[config.mk]
export PLATFORM = sky130hd
export DESIGN_NAME = softmax_feeder
export DESIGN_NICKNAME = d
export VERILOG_FILES = /design/src/rtl/softmax_feeder.sv
export SDC_FILE = /design/constraint.sdc
export NUM_CORES = 1
export LEC_CHECK = 0
export ABC_CLOCK_PERIOD_IN_PS = 2940
export CORE_MARGIN = 2
export CORE_UTILIZATION = 57
export CTS_CLUSTER_SIZE = 16
export DETAILED_ROUTE_END_ITERATION = 8
export PLACE_DENSITY_LB_ADDON = 0.15
export SYNTH_ARGS = -nofsm -noshare
export SYNTH_HDL_FRONTEND = slang
export SYNTH_SLANG_ARGS = --single-unit
[constraint.sdc]
create_clock -name clk -period 2.94 [get_ports clk]
set_clock_uncertainty 0.2 [all_clocks]
set_input_delay 0.588 -clock clk [delete_from_list [all_inputs] [get_ports clk]]
set_output_delay 0.588 -clock clk [all_outputs]
set_load 0.1 [all_outputs]
[src/rtl/softmax_feeder.sv]
// Softmax feeder: buffers N logits plus a label, streams them word-serially to softmax,
// captures the predicted class, collects the backprop error words and replays them upstream.
module softmax_feeder #(
  parameter int N       = 4,
  parameter int IDX_W   = 3,
  parameter int DATA_W  = 32,
  parameter int TIMEOUT = 1024
) (
  input  logic              clk,
  input  logic              rst,
  input  logic              logit_valid,
  output logic              logit_ready,
  input  logic [DATA_W-1:0] logit_data,
  input  logic [IDX_W-1:0]  label_in,
  output logic [DATA_W-1:0] sf_input,
  output logic [IDX_W-1:0]  sf_input_idx,
  output logic              start,
  input  logic              in_ready,
  output logic              backprop_ctrl,
  output logic [IDX_W-1:0]  expected_label,
  input  logic [IDX_W-1:0]  max,
  input  logic              max_ready,
  input  logic              out_ready,
  input  logic [IDX_W-1:0]  out_idx,
  input  logic [DATA_W-1:0] out_data,
  output logic [IDX_W-1:0]  pred,
  output logic              pred_valid,
  output logic              err_valid,
  input  logic              err_ready,
  output logic [IDX_W-1:0]  err_idx,
  output logic [DATA_W-1:0] err_data,
  output logic              busy,
  output logic              timeout_err
);

  localparam int AW = (N > 1) ? $clog2(N) : 1;
  localparam int TW = $clog2(TIMEOUT + 1);
  localparam logic [IDX_W-1:0] LAST    = IDX_W'(N - 1);
  localparam logic [IDX_W-1:0] IDX_N   = IDX_W'(N);
  localparam logic [TW-1:0]    TO_LAST = TW'(TIMEOUT - 1);

  typedef enum logic [2:0] {
    IDLE,
    LOAD,
    FWD,
    FWD_GAP,
    WAIT_MAX,
    BWD,
    EMIT
  } state_t;

  state_t            state;
  logic [DATA_W-1:0] lbuf [N];
  logic [DATA_W-1:0] ebuf [N];
  logic [IDX_W-1:0]  k;
  logic [IDX_W-1:0]  i;
  logic [IDX_W-1:0]  j;
  logic [IDX_W-1:0]  label;
  logic [TW-1:0]     wd;
  logic [IDX_W-1:0]  i_next;
  logic [IDX_W-1:0]  j_next;

  assign i_next = i + IDX_W'(1);
  assign j_next = j + IDX_W'(1);
  assign busy   = (state != IDLE);

  always_ff @(posedge clk or negedge rst) begin
    if (!rst) begin
      state          <= IDLE;
      logit_ready    <= 1'b0;
      sf_input       <= '0;
      sf_input_idx   <= '0;
      start          <= 1'b0;
      backprop_ctrl  <= 1'b0;
      expected_label <= '0;
      pred           <= '0;
      pred_valid     <= 1'b0;
      err_valid      <= 1'b0;
      err_idx        <= '0;
      err_data       <= '0;
      timeout_err    <= 1'b0;
      k              <= '0;
      i              <= '0;
      j              <= '0;
      label          <= '0;
      wd             <= '0;
      for (int n = 0; n < N; n++) begin
        lbuf[n] <= '0;
        ebuf[n] <= '0;
      end
    end else begin
      pred_valid <= 1'b0;
      case (state)
        IDLE: begin
          logit_ready <= 1'b1;
          if (logit_valid && logit_ready) begin
            lbuf[0]     <= logit_data;
            label       <= label_in;
            timeout_err <= 1'b0;
            k           <= IDX_W'(1);
            state       <= LOAD;
          end
        end

        LOAD: begin
          if (logit_valid && logit_ready) begin
            lbuf[k[AW-1:0]] <= logit_data;
            if (k == LAST) begin
              // Word 0 is already buffered, so the first request can go out next cycle.
              logit_ready    <= 1'b0;
              i              <= '0;
              sf_input       <= lbuf[0];
              sf_input_idx   <= '0;
              expected_label <= label;
              backprop_ctrl  <= 1'b0;
              start          <= in_ready;
              state          <= FWD;
            end else begin
              k <= k + IDX_W'(1);
            end
          end
        end

        FWD: begin
          if (start && in_ready) begin
            start <= 1'b0;
            if (i == LAST) begin
              wd    <= '0;
              state <= WAIT_MAX;
            end else begin
              i            <= i_next;
              sf_input     <= lbuf[i_next[AW-1:0]];
              sf_input_idx <= i_next;
              state        <= FWD_GAP;
            end
          end else if (!start) begin
            start <= in_ready;
          end
        end

        FWD_GAP: begin
          start <= in_ready;
          state <= FWD;
        end

        WAIT_MAX: begin
          if (max_ready) begin
            pred          <= max;
            pred_valid    <= 1'b1;
            backprop_ctrl <= 1'b1;
            wd            <= '0;
            state         <= BWD;
          end else if (wd == TO_LAST) begin
            timeout_err   <= 1'b1;
            backprop_ctrl <= 1'b0;
            logit_ready   <= 1'b1;
            state         <= IDLE;
          end else begin
            wd <= wd + TW'(1);
          end
        end

        BWD: begin
          start <= out_ready && backprop_ctrl;
          if (out_ready) begin
            wd <= '0;
          end else if (wd == TO_LAST) begin
            timeout_err   <= 1'b1;
            backprop_ctrl <= 1'b0;
            start         <= 1'b0;
            logit_ready   <= 1'b1;
            state         <= IDLE;
          end else begin
            wd <= wd + TW'(1);
          end
          // Out-of-range indices are dropped; only the last index ends the phase.
          if (start && out_ready && (out_idx < IDX_N)) begin
            ebuf[out_idx[AW-1:0]] <= out_data;
            if (out_idx == LAST) begin
              backprop_ctrl <= 1'b0;
              start         <= 1'b0;
              j             <= '0;
              err_valid     <= 1'b1;
              err_idx       <= '0;
              err_data      <= (out_idx == '0) ? out_data : ebuf[0];
              state         <= EMIT;
            end
          end
        end

        EMIT: begin
          if (err_ready) begin
            if (j == LAST) begin
              err_valid   <= 1'b0;
              logit_ready <= 1'b1;
              state       <= IDLE;
            end else begin
              j        <= j_next;
              err_idx  <= j_next;
              err_data <= ebuf[j_next[AW-1:0]];
            end
          end
        end

        default: state <= IDLE;
      endcase
    end
  end

endmodule

==> results.py, run 1 <==
metrics = {
    "run_status": {
        "run_status": "finished, final reports clean",
    },
    "cts": {
        "numCtsBuffers": 39,
        "insertion_delay_ns": 0.52,
        "cts_resized": 0,
        "cts_setup_buffers": 0,
        "clk_pin_slew_worst_paths_ns": 0.05,
        "clockBufferDepth": 3,
        "cts_hold_buf": 1,
        "cts.sinks": 358,
        "clock_tree.root_cell": "clkbuf_16",
        "h-tree-depth": 2,
        "cts_tree": "built",
    },
    "hold_path": {
        "min_from": "lbuf[106]$_DFFE_PN0P_",
        "hold_class": "reg2reg",
        "holdPathStages": 2,
    },
    "die": {
        "die_x_um": 174,
        "die_height_um": 174,
        "core-area_um2": 28600,
        "dieArea_um2": 30400,
        "start_util_pct": 57.8,
        "core.rowCount": 62,
        "num_io_pins": 163,
    },
    "synthesis": {
        "synthFlopType": "dfrtp_1",
        "syn_inst": 1280,
        "yosys_warnings": 0,
        "syn_nets": 1371,
        "avgSynthCellArea_um2": 12.9,
        "synth_seq_cells": 358,
        "ys_seq_area_share_pct": 54.2,
        "synth-edff-count": 0,
        "synth_area_um2": 16500,
        "synthArstFlopShare_pct": 100,
        "synth.distinct_cells": 60,
    },
    "timing": {
        "finalMaxSlewViolations": 0,
        "fin_crit_sh_pct": 90.0,
        "max_freq_ghz": 0.378,
        "finalCriticalPeriod_ns": 2.65,
        "setup_ws_ns": 0.295,
        "relSlewSlack_pct": 51.9,
        "hold_viol": 0,
        "rsz0062_at_grt": "false",
        "tns_ns": 0,
        "setup_viol": 0,
        "tightest_slew_ns": 0.722,
    },
    "detailed_routing": {
        "drtIter0Drc": 659,
        "drtPass1Iterations": 6,
        "postRouteAntennaNets": 0,
        "finalWirelength_mm": 35.9,
        "num_vias": 10700,
        "routedWlPerCell_um": 19.4,
        "viasPerCell": 5.80,
        "post-route-drc-count": 0,
    },
    "pwr": {
        "ir_worst_vdd_uv": 1070,
        "p_leak_nw": 9.56,
        "power.density_nw_per_um2": 978,
    },
    "cells_and_area": {
        "area_delta_synth_final_pct": 20.3,
        "fin_area_um2": 19900,
        "n_fill_cell": 2074,
        "nets": 1533,
        "drive_above_1_share_pct": 33.3,
        "multiInputGateArea_um2": 7030,
        "seq_area_um2": 8960,
    },
    "global_routing": {
        "grt_pass1_wl_mm": 58.7,
        "busiest_layer": "met2",
        "overflow": 0,
        "antenna_found_initial": 3,
        "gr-usage-met3_pct": 4.05,
        "grt_max_degree": 90,
        "grt.total_usage_pct": 24.1,
        "grtUsageMet2_pct": 41.3,
        "met1_usage_pct": 32.1,
        "grt_pass1_vias": 11000,
    },
    "setup_path": {
        "r2r-start": "j[0]$_DFFE_PN0P_",
        "arrival_ns": 1.86,
        "path_common_cell": "buf_4",
        "crit_buf_inv": 2,
        "path_cells": "buf_4 -> buf_4",
        "path_depth": 2,
        "slowest_delay_ns": 0.53,
        "cp.required_ns": 2.15,
        "cp_top_family": "buffers and inverters",
        "crit_start": "j[0]$_DFFE_PN0P_",
        "crit_path_max_fanout": 18,
        "worstRegToRegCells": 6,
        "start_kind": "flop",
        "endpoint_kind": "output pin",
        "critPathKind": "reg2out",
        "cpMaxStageDelayCell": "dfrtp_2",
    },
    "placement": {
        "dp_hpwl_mm": 22.7,
        "gp_routability_congestion": 0.858,
        "io_buffers": 162,
        "dp_slack_ns": 0.0786,
        "placed_area_um2": 18700,
    },
    "job": {
        "cap_violations": 0,
    },
}
cells by family (layout without fill, tap and decap cells):
kind of cell    count (synthesis)  count (layout)  synth area share [%]
mux                           398             398                  28.5
flops                         358             358                  54.2
simple gates                  193             193                  5.71
compound gates                188             188                  7.19
buf+inv                       132             317                  3.54
fa+ha+maj                      11              11                 0.833
other cells                     0               1                     0
flip-flops by register name, summed over array words and instances, names as in the netlist, 11 cells and up:
name,cells
ebuf,128
wd,11
sf_input,32
lbuf,128
err_data,32
power by group:
part	total [mW]	internal [mW]	leakage, nW	switching (mW)
Combinational	8.19	2.76	4.21	5.43
Clock	4.58	2.69	0.590	1.88
Sequential	6.69	6.06	4.77	0.623
layout make-up:
cell class / count / area share (%)
clock buffer: 58 / 5.78
inverter: 44 / 0.830
timing repair buffer: 209 / 10.3
tap: 384 / 2.42
clock inverter: 6 / 0.245
antenna: 1 / 0.0126
sequential: 358 / 45.1
multi-input combinational: 790 / 35.4
worst register-to-register path: stages, from the launching register on:
cell and delay (ns):
dfrtp_2 0.51, ha_1 0.43, buf_12 0.25, mux4_2 0.33, nor2_1 0.09, a21oi_1 0.07, mux2_2 0.29
final timing paths:
check | end | slack [ns]
hold reg to reg | lbuf[106]$_DFFE_PN0P_ | 0.28
setup reg to reg | err_data[13]$_DFFE_PN0P_ | 0.65
setup / recovery | err_idx[0] | 0.29
min in group asynchronous | err_data[28]$_DFFE_PN0P_ | 0.35
hold / removal | lbuf[106]$_DFFE_PN0P_ | 0.28
max in group asynchronous | lbuf[67]$_DFFE_PN0P_ | 1.29
routing by layer:
metal / up-vias / share of wire (%)
met5: - / 0.033
li1: 4956 / -
met4: 2 / 2.1
met3: 53 / 4.4
met2: 219 / 50
met1: 5497 / 43
synthesized netlist by cell type (3+ instances only):
| cell type | count | share of area [%] |
|---|---|---|
| nand4_1 | 4 | 0.15 |
| nor3b_1 | 3 | 0.14 |
| mux4_2 | 32 | 4.4 |
| mux2i_1 | 100 | 6.1 |
| o31ai_1 | 6 | 0.27 |
| mux2_2 | 256 | 17 |
| nor3_1 | 5 | 0.15 |
| buf_1 | 14 | 0.32 |
| nand3_1 | 13 | 0.39 |
| o21ai_0 | 42 | 1.3 |
| nand2b_1 | 4 | 0.15 |
| or4_1 | 4 | 0.18 |
| ha_1 | 11 | 0.83 |
| o22ai_1 | 36 | 1.4 |
| a2bb2oi_1 | 31 | 1.6 |
| inv_1 | 44 | 1.0 |
| buf_6 | 6 | 0.41 |
| and4_1 | 3 | 0.16 |
| clkbuf_1 | 38 | 0.86 |
| nor2_1 | 39 | 0.89 |
| buf_4 | 3 | 0.14 |
| nand2_1 | 90 | 2.0 |
| mux2_1 | 10 | 0.68 |
| nor2b_1 | 5 | 0.19 |
| buf_2 | 27 | 0.82 |
| dfrtp_1 | 358 | 54 |
| a21oi_1 | 50 | 1.5 |
| or3_1 | 4 | 0.15 |
| and3_1 | 4 | 0.15 |
| a31oi_1 | 3 | 0.11 |
placed cells by master (no fill, tap or decap), drive strengths merged, types with 5 or more instances in the layout:
cell,instances
nor3b,5
mux4,32
a2bb2oi,31
o22ai,36
clkbuf,58
nor2,40
or3,5
mux2i,100
nor2b,5
a21oi,51
o31ai,6
nand2,90
dfrtp,358
ha,11
nand3,13
clkdlybuf4s50,78
nand2b,5
mux2,266
o21ai,43
nor3,7
inv,46
buf,130
through the flow:
step                power [mW]  hold WS (ns)  instances  util (%)
finish                    19.5         0.278       1850      69.5
global placement          14.8         0.261       1784      65.2
detailed placement        15.0         0.270       1784      65.2
CTS                       19.6         0.283       1849      69.5
global route              20.4         0.299       1849      69.5
floorplan                 12.7        0.0924       1280         -
(Power assumes the default switching activity.)
==> run 2, diff against run 1 <==
CORE_MARGIN = 10   (was 2)
PLACE_DENSITY = 0.8   (was not set)
PLACE_DENSITY_LB_ADDON = not set   (was 0.15)
==> results.py, run 2 (synthesis results as in run 1) <==
metrics = {
    "run_status": {
        "run_status": "finished, final reports clean",
    },
    "hold_path": {
        "hold_class": "reg2reg",
        "holdPathStages": 2,
    },
    "cells_and_area": {
        "drive_above_1_share_pct": 33.0,
        "seq_area_um2": 8960,
        "layout_common_cells": "356 x dfrtp_1, 256 x mux2_2, 108 x buf_4",
        "n_fill_cell": 1986,
        "reg.largest.list": "ebuf (128), lbuf (128)",
        "nets": 1527,
        "final_common_cell": "dfrtp_1",
        "stdcell_count": 1849,
        "multiInputGateArea_um2": 7020,
        "area_delta_synth_final_pct": 20.2,
    },
    "job": {
        "cap_violations": 0,
    },
    "timing": {
        "fin_crit_sh_pct": 85.4,
        "rsz0062_at_grt": "false",
        "setup_ws_ns": 0.428,
        "setup_viol": 0,
        "finalCriticalPeriod_ns": 2.51,
        "tns_ns": 0,
        "whs_ns": 0.279,
        "relSlewSlack_pct": 51.8,
        "tightest_slew_ns": 0.724,
        "max_freq_ghz": 0.398,
        "hold_viol": 0,
        "finalMaxSlewViolations": 0,
    },
    "setup_path": {
        "arrival_ns": 1.72,
        "slowest_delay_ns": 0.57,
        "worstRegToRegCells": 6,
        "crit_path_max_fanout": 37,
        "crit_buf_inv": 2,
        "path_cells": "buf_4 -> buf_12",
        "cpMaxStageDelayCell": "buf_4",
        "cp_top_family": "buffers and inverters",
        "critPathKind": "reg2out",
        "endpoint_kind": "output pin",
        "cp.required_ns": 2.15,
        "path_depth": 2,
        "start_kind": "flop",
    },
    "die": {
        "num_io_pins": 163,
        "die_x_um": 190,
        "start_util_pct": 57.8,
        "dieArea_um2": 36200,
        "core-area_um2": 28600,
        "core.rowCount": 62,
        "die_height_um": 190,
    },
    "global_routing": {
        "grt_max_degree": 74,
        "antenna_found_initial": 1,
        "overflow": 0,
        "grt_pass1_wl_mm": 61.1,
        "grt_pass1_vias": 11600,
        "grt.total_usage_pct": 20.5,
    },
    "detailed_routing": {
        "finalWirelength_mm": 36.9,
        "drtPass1Iterations": 5,
        "viasPerCell": 5.83,
        "post-route-drc-count": 0,
        "postRouteAntennaNets": 0,
        "routedWlPerCell_um": 20.0,
        "drtIter0Drc": 660,
        "num_vias": 10800,
    },
    "cts": {
        "cts_tree": "built",
        "cts.sinks": 358,
        "insertion_delay_ns": 0.51,
        "clock_tree.root_cell": "clkbuf_16",
        "clockBufferDepth": 3,
        "clk_pin_slew_worst_paths_ns": 0.06,
        "cts_resized": 0,
        "numCtsBuffers": 38,
        "h-tree-depth": 2,
    },
    "pwr": {
        "p_leak_nw": 9.55,
        "ir_worst_vdd_uv": 1110,
        "power_mw": 19.8,
        "power.density_nw_per_um2": 994,
    },
    "placement": {
        "placed_cells": 1779,
        "dp_slack_ns": 0.106,
        "io_buffers": 162,
        "dp_hpwl_mm": 22.8,
        "gp_routability_congestion": 0.828,
    },
}
-- run 2: cell count changes in the layout (fill, tap and decap cells not counted), moves of 3 or more --
cell / change
buf_12: -6
bufinv_16: +5
clkbuf_8: -4
clkbuf_1: +3
-- run 2: final timing paths --
| kind | slack [ns] | to | startpoint |
|---|---|---|---|
| setup / recovery | 0.43 | sf_input_idx[0] | i[0]$_DFFE_PN0P_ |
| hold / removal | 0.28 | pred[1]$_DFFE_PN0P_ | pred[1]$_DFFE_PN0P_ |
| setup reg to reg | 0.56 | err_data[14]$_DFFE_PN0P_ | j[0]$_DFFE_PN0P_ |
| hold reg to reg | 0.28 | pred[1]$_DFFE_PN0P_ | pred[1]$_DFFE_PN0P_ |
| max in group asynchronous | 1.25 | err_data[8]$_DFFE_PN0P_ | rst |
| min in group asynchronous | 0.43 | err_data[28]$_DFFE_PN0P_ | rst |
-- run 2: power by group --
part | switching [mW] | leakage (nW) | total, mW | internal [mW]
registers | 0.626 | 4.77 | 6.69 | 6.06
logic | 5.39 | 4.14 | 8.06 | 2.67
clock network | 1.91 | 0.636 | 5.00 | 3.09
total | 7.92 | 9.55 | 19.8 | 11.8
-- run 2: through the flow --
stage          instance area, um2  util [%]
2_1_floorplan               16500         -
3_3_place_gp                18600      64.8
3_5_place_dp                18600      64.8
4_1_cts                     19900      69.4
5_1_grt                     19900      69.4
6_report                    19900      69.4
-- run 2: layer usage --
layer / wire (um) / global-route usage (%) / vias to the layer above
li1: - / - / 4939
met1: 15800 / 26.3 / 5523
met2: 18400 / 34.7 / 249
met3: 2050 / 4.50 / 61
met4: 668 / 4.82 / 2
met5: 13 / 0 / -
-- run 2: repair_timing --
item | CTS | global route
hold endpoints to repair | 63 | 0
hold buffers | 1 | 0
buffers inserted | 0 | 0
-- run 2: worst min-delay path, stage by stage (launching register included) --
cell	delay (ns)
dfrtp_1	0.34
nand2_1	0.05
nand2_1	0.06
-- run 2: cell type report --
cell class	count	area share, %
multi-input combinational	790	35.3
tap	384	2.42
antenna	1	0.0126
inverter	44	0.831
sequential	358	45.1
timing repair buffer	204	9.74
clock buffer	58	5.68
clock inverter	10	0.913
==> run 3, diff against run 2 <==
CTS_CLUSTER_SIZE = not set   (was 16)
HOLD_SLACK_MARGIN = 0.03   (was not set)
REMOVE_ABC_BUFFERS = 1   (was not set)
==> results.py, run 3 (synthesis results as in run 1) <==
metrics = {
    "pwr": {
        "p_leak_nw": 9.53,
        "power.density_nw_per_um2": 990,
        "ir_worst_vdd_uv": 1210,
        "power_mw": 19.6,
    },
    "detailed_routing": {
        "finalWirelength_mm": 37.0,
        "postRouteAntennaNets": 0,
        "drtPass1Iterations": 4,
        "viasPerCell": 5.82,
        "drtIter0Drc": 561,
        "post-route-drc-count": 0,
        "routedWlPerCell_um": 20.0,
        "num_vias": 10700,
    },
    "cts": {
        "h-tree-depth": 2,
        "cts_resized": 0,
        "insertion_delay_ns": 0.52,
        "cts.sinks": 358,
        "numCtsBuffers": 38,
        "clock_tree.root_cell": "clkbuf_16",
        "clockBufferDepth": 3,
        "cts_tree": "built",
        "cts_setup_buffers": 0,
        "clk_pin_slew_worst_paths_ns": 0.06,
    },
    "timing": {
        "tns_ns": 0,
        "setup_viol": 0,
        "whs_ns": 0.278,
        "tightest_slew_ns": 0.629,
        "fin_crit_sh_pct": 89.7,
        "finalMaxSlewViolations": 0,
        "relSlewSlack_pct": 58.0,
        "max_freq_ghz": 0.379,
        "rsz0062_at_grt": "false",
        "finalCriticalPeriod_ns": 2.64,
        "hold_viol": 0,
    },
    "setup_path": {
        "start_kind": "flop",
        "crit_start": "state[2]$_DFFE_PN0P_",
        "critPathKind": "reg2out",
        "cp.required_ns": 2.15,
        "r2r-start": "state[2]$_DFFE_PN0P_",
        "crit_path_max_fanout": 19,
        "arrival_ns": 1.85,
        "endpoint_kind": "output pin",
    },
    "die": {
        "core-area_um2": 28600,
        "die_height_um": 190,
        "die_x_um": 190,
        "num_io_pins": 163,
        "core.rowCount": 62,
        "start_util_pct": 57.8,
        "dieArea_um2": 36200,
    },
    "run_status": {
        "run_status": "finished, final reports clean",
    },
    "global_routing": {
        "grt.total_usage_pct": 20.5,
        "antenna_found_initial": 1,
        "grt_pass1_wl_mm": 61.6,
        "grt_pass1_vias": 11600,
        "grt_max_degree": 73,
        "overflow": 0,
    },
    "placement": {
        "io_buffers": 162,
        "gp_routability_congestion": 0.820,
        "dp_hpwl_mm": 22.9,
    },
    "cells_and_area": {
        "area_delta_synth_final_pct": 20.0,
        "n_fill_cell": 1984,
        "reg.largest.list": "ebuf (128), lbuf (128)",
        "drive_above_1_share_pct": 33.4,
        "final_common_cell": "dfrtp_1",
        "nets": 1525,
        "layout_common_cells": "356 x dfrtp_1, 256 x mux2_2, 105 x buf_4",
    },
    "hold_path": {
        "hold_class": "reg2reg",
        "min_from": "pred[1]$_DFFE_PN0P_",
    },
    "job": {
        "cap_violations": 0,
    },
}
==> run 3: metrics by stage <==
stage,cells,worst slack (ns),utilization [%],area (um2)
floorplan,1192,-2.35,-,16100
global placement,1777,0.118,64.8,18600
detailed placement,1777,0.0926,64.8,18600
CTS,1844,0.302,69.3,19800
global route,1845,0.230,69.3,19800
finish,1845,0.303,69.3,19800
==> run 3: power breakdown <==
| part | switching [mW] | internal, mW | total (mW) |
|---|---|---|---|
| registers | 0.624 | 6.06 | 6.69 |
| logic | 5.44 | 2.69 | 8.13 |
| clock network | 1.91 | 2.91 | 4.82 |
| total | 7.98 | 11.7 | 19.6 |
==> run 3: critical path, cell delays in order, from the launching register on <==
cell and delay, ns:
dfrtp_1 0.58, buf_4 0.32, nor2_1 0.11, nand2_1 0.13, buf_12 0.19
==> run 3: cell type report <==
class / instances / area (um2) / share of cell area [%]
Antenna cell: 1 / 2.50 / 0.0126
Clock buffer: 50 / 1070 / 5.37
Clock inverter: 16 / 204 / 1.03
Inverter: 44 / 165 / 0.833
Multi-Input combinational cell: 790 / 7020 / 35.4
Sequential cell: 358 / 8960 / 45.2
Tap cell: 384 / 480 / 2.42
Timing Repair Buffer: 202 / 1930 / 9.75
==> run 3: routing by layer <==
| layer | GRT usage, % | share of wire [%] | up-vias |
|---|---|---|---|
| li1 | - | - | 4946 |
| met2 | 34.5 | 49 | 220 |
| met4 | 5.09 | 1.8 | 0 |
| met1 | 26.7 | 44 | 5521 |
| met5 | 0 | 0 | - |
| met3 | 4.32 | 5.1 | 54 |
==> run 3: timing repair <==
action	CTS	global route
endpoints found under the hold margin	64	0
setup endpoints to repair	0	0
hold buffers	1	0
==> run 3: worst paths after layout <==
| path | end | depth (start not counted) | slack [ns] |
|---|---|---|---|
| hold reg to reg | pred[1]$_DFFE_PN0P_ | 2 | 0.28 |
| setup / recovery | busy | 4 | 0.30 |
| setup reg to reg | ebuf[51]$_DFFE_PN0P_ | 5 | 0.53 |
| min in group asynchronous | pred[1]$_DFFE_PN0P_ | 2 | 0.43 |
| hold / removal | pred[1]$_DFFE_PN0P_ | 2 | 0.28 |
| max in group asynchronous | lbuf[118]$_DFFE_PN0P_ | 3 | 1.36 |
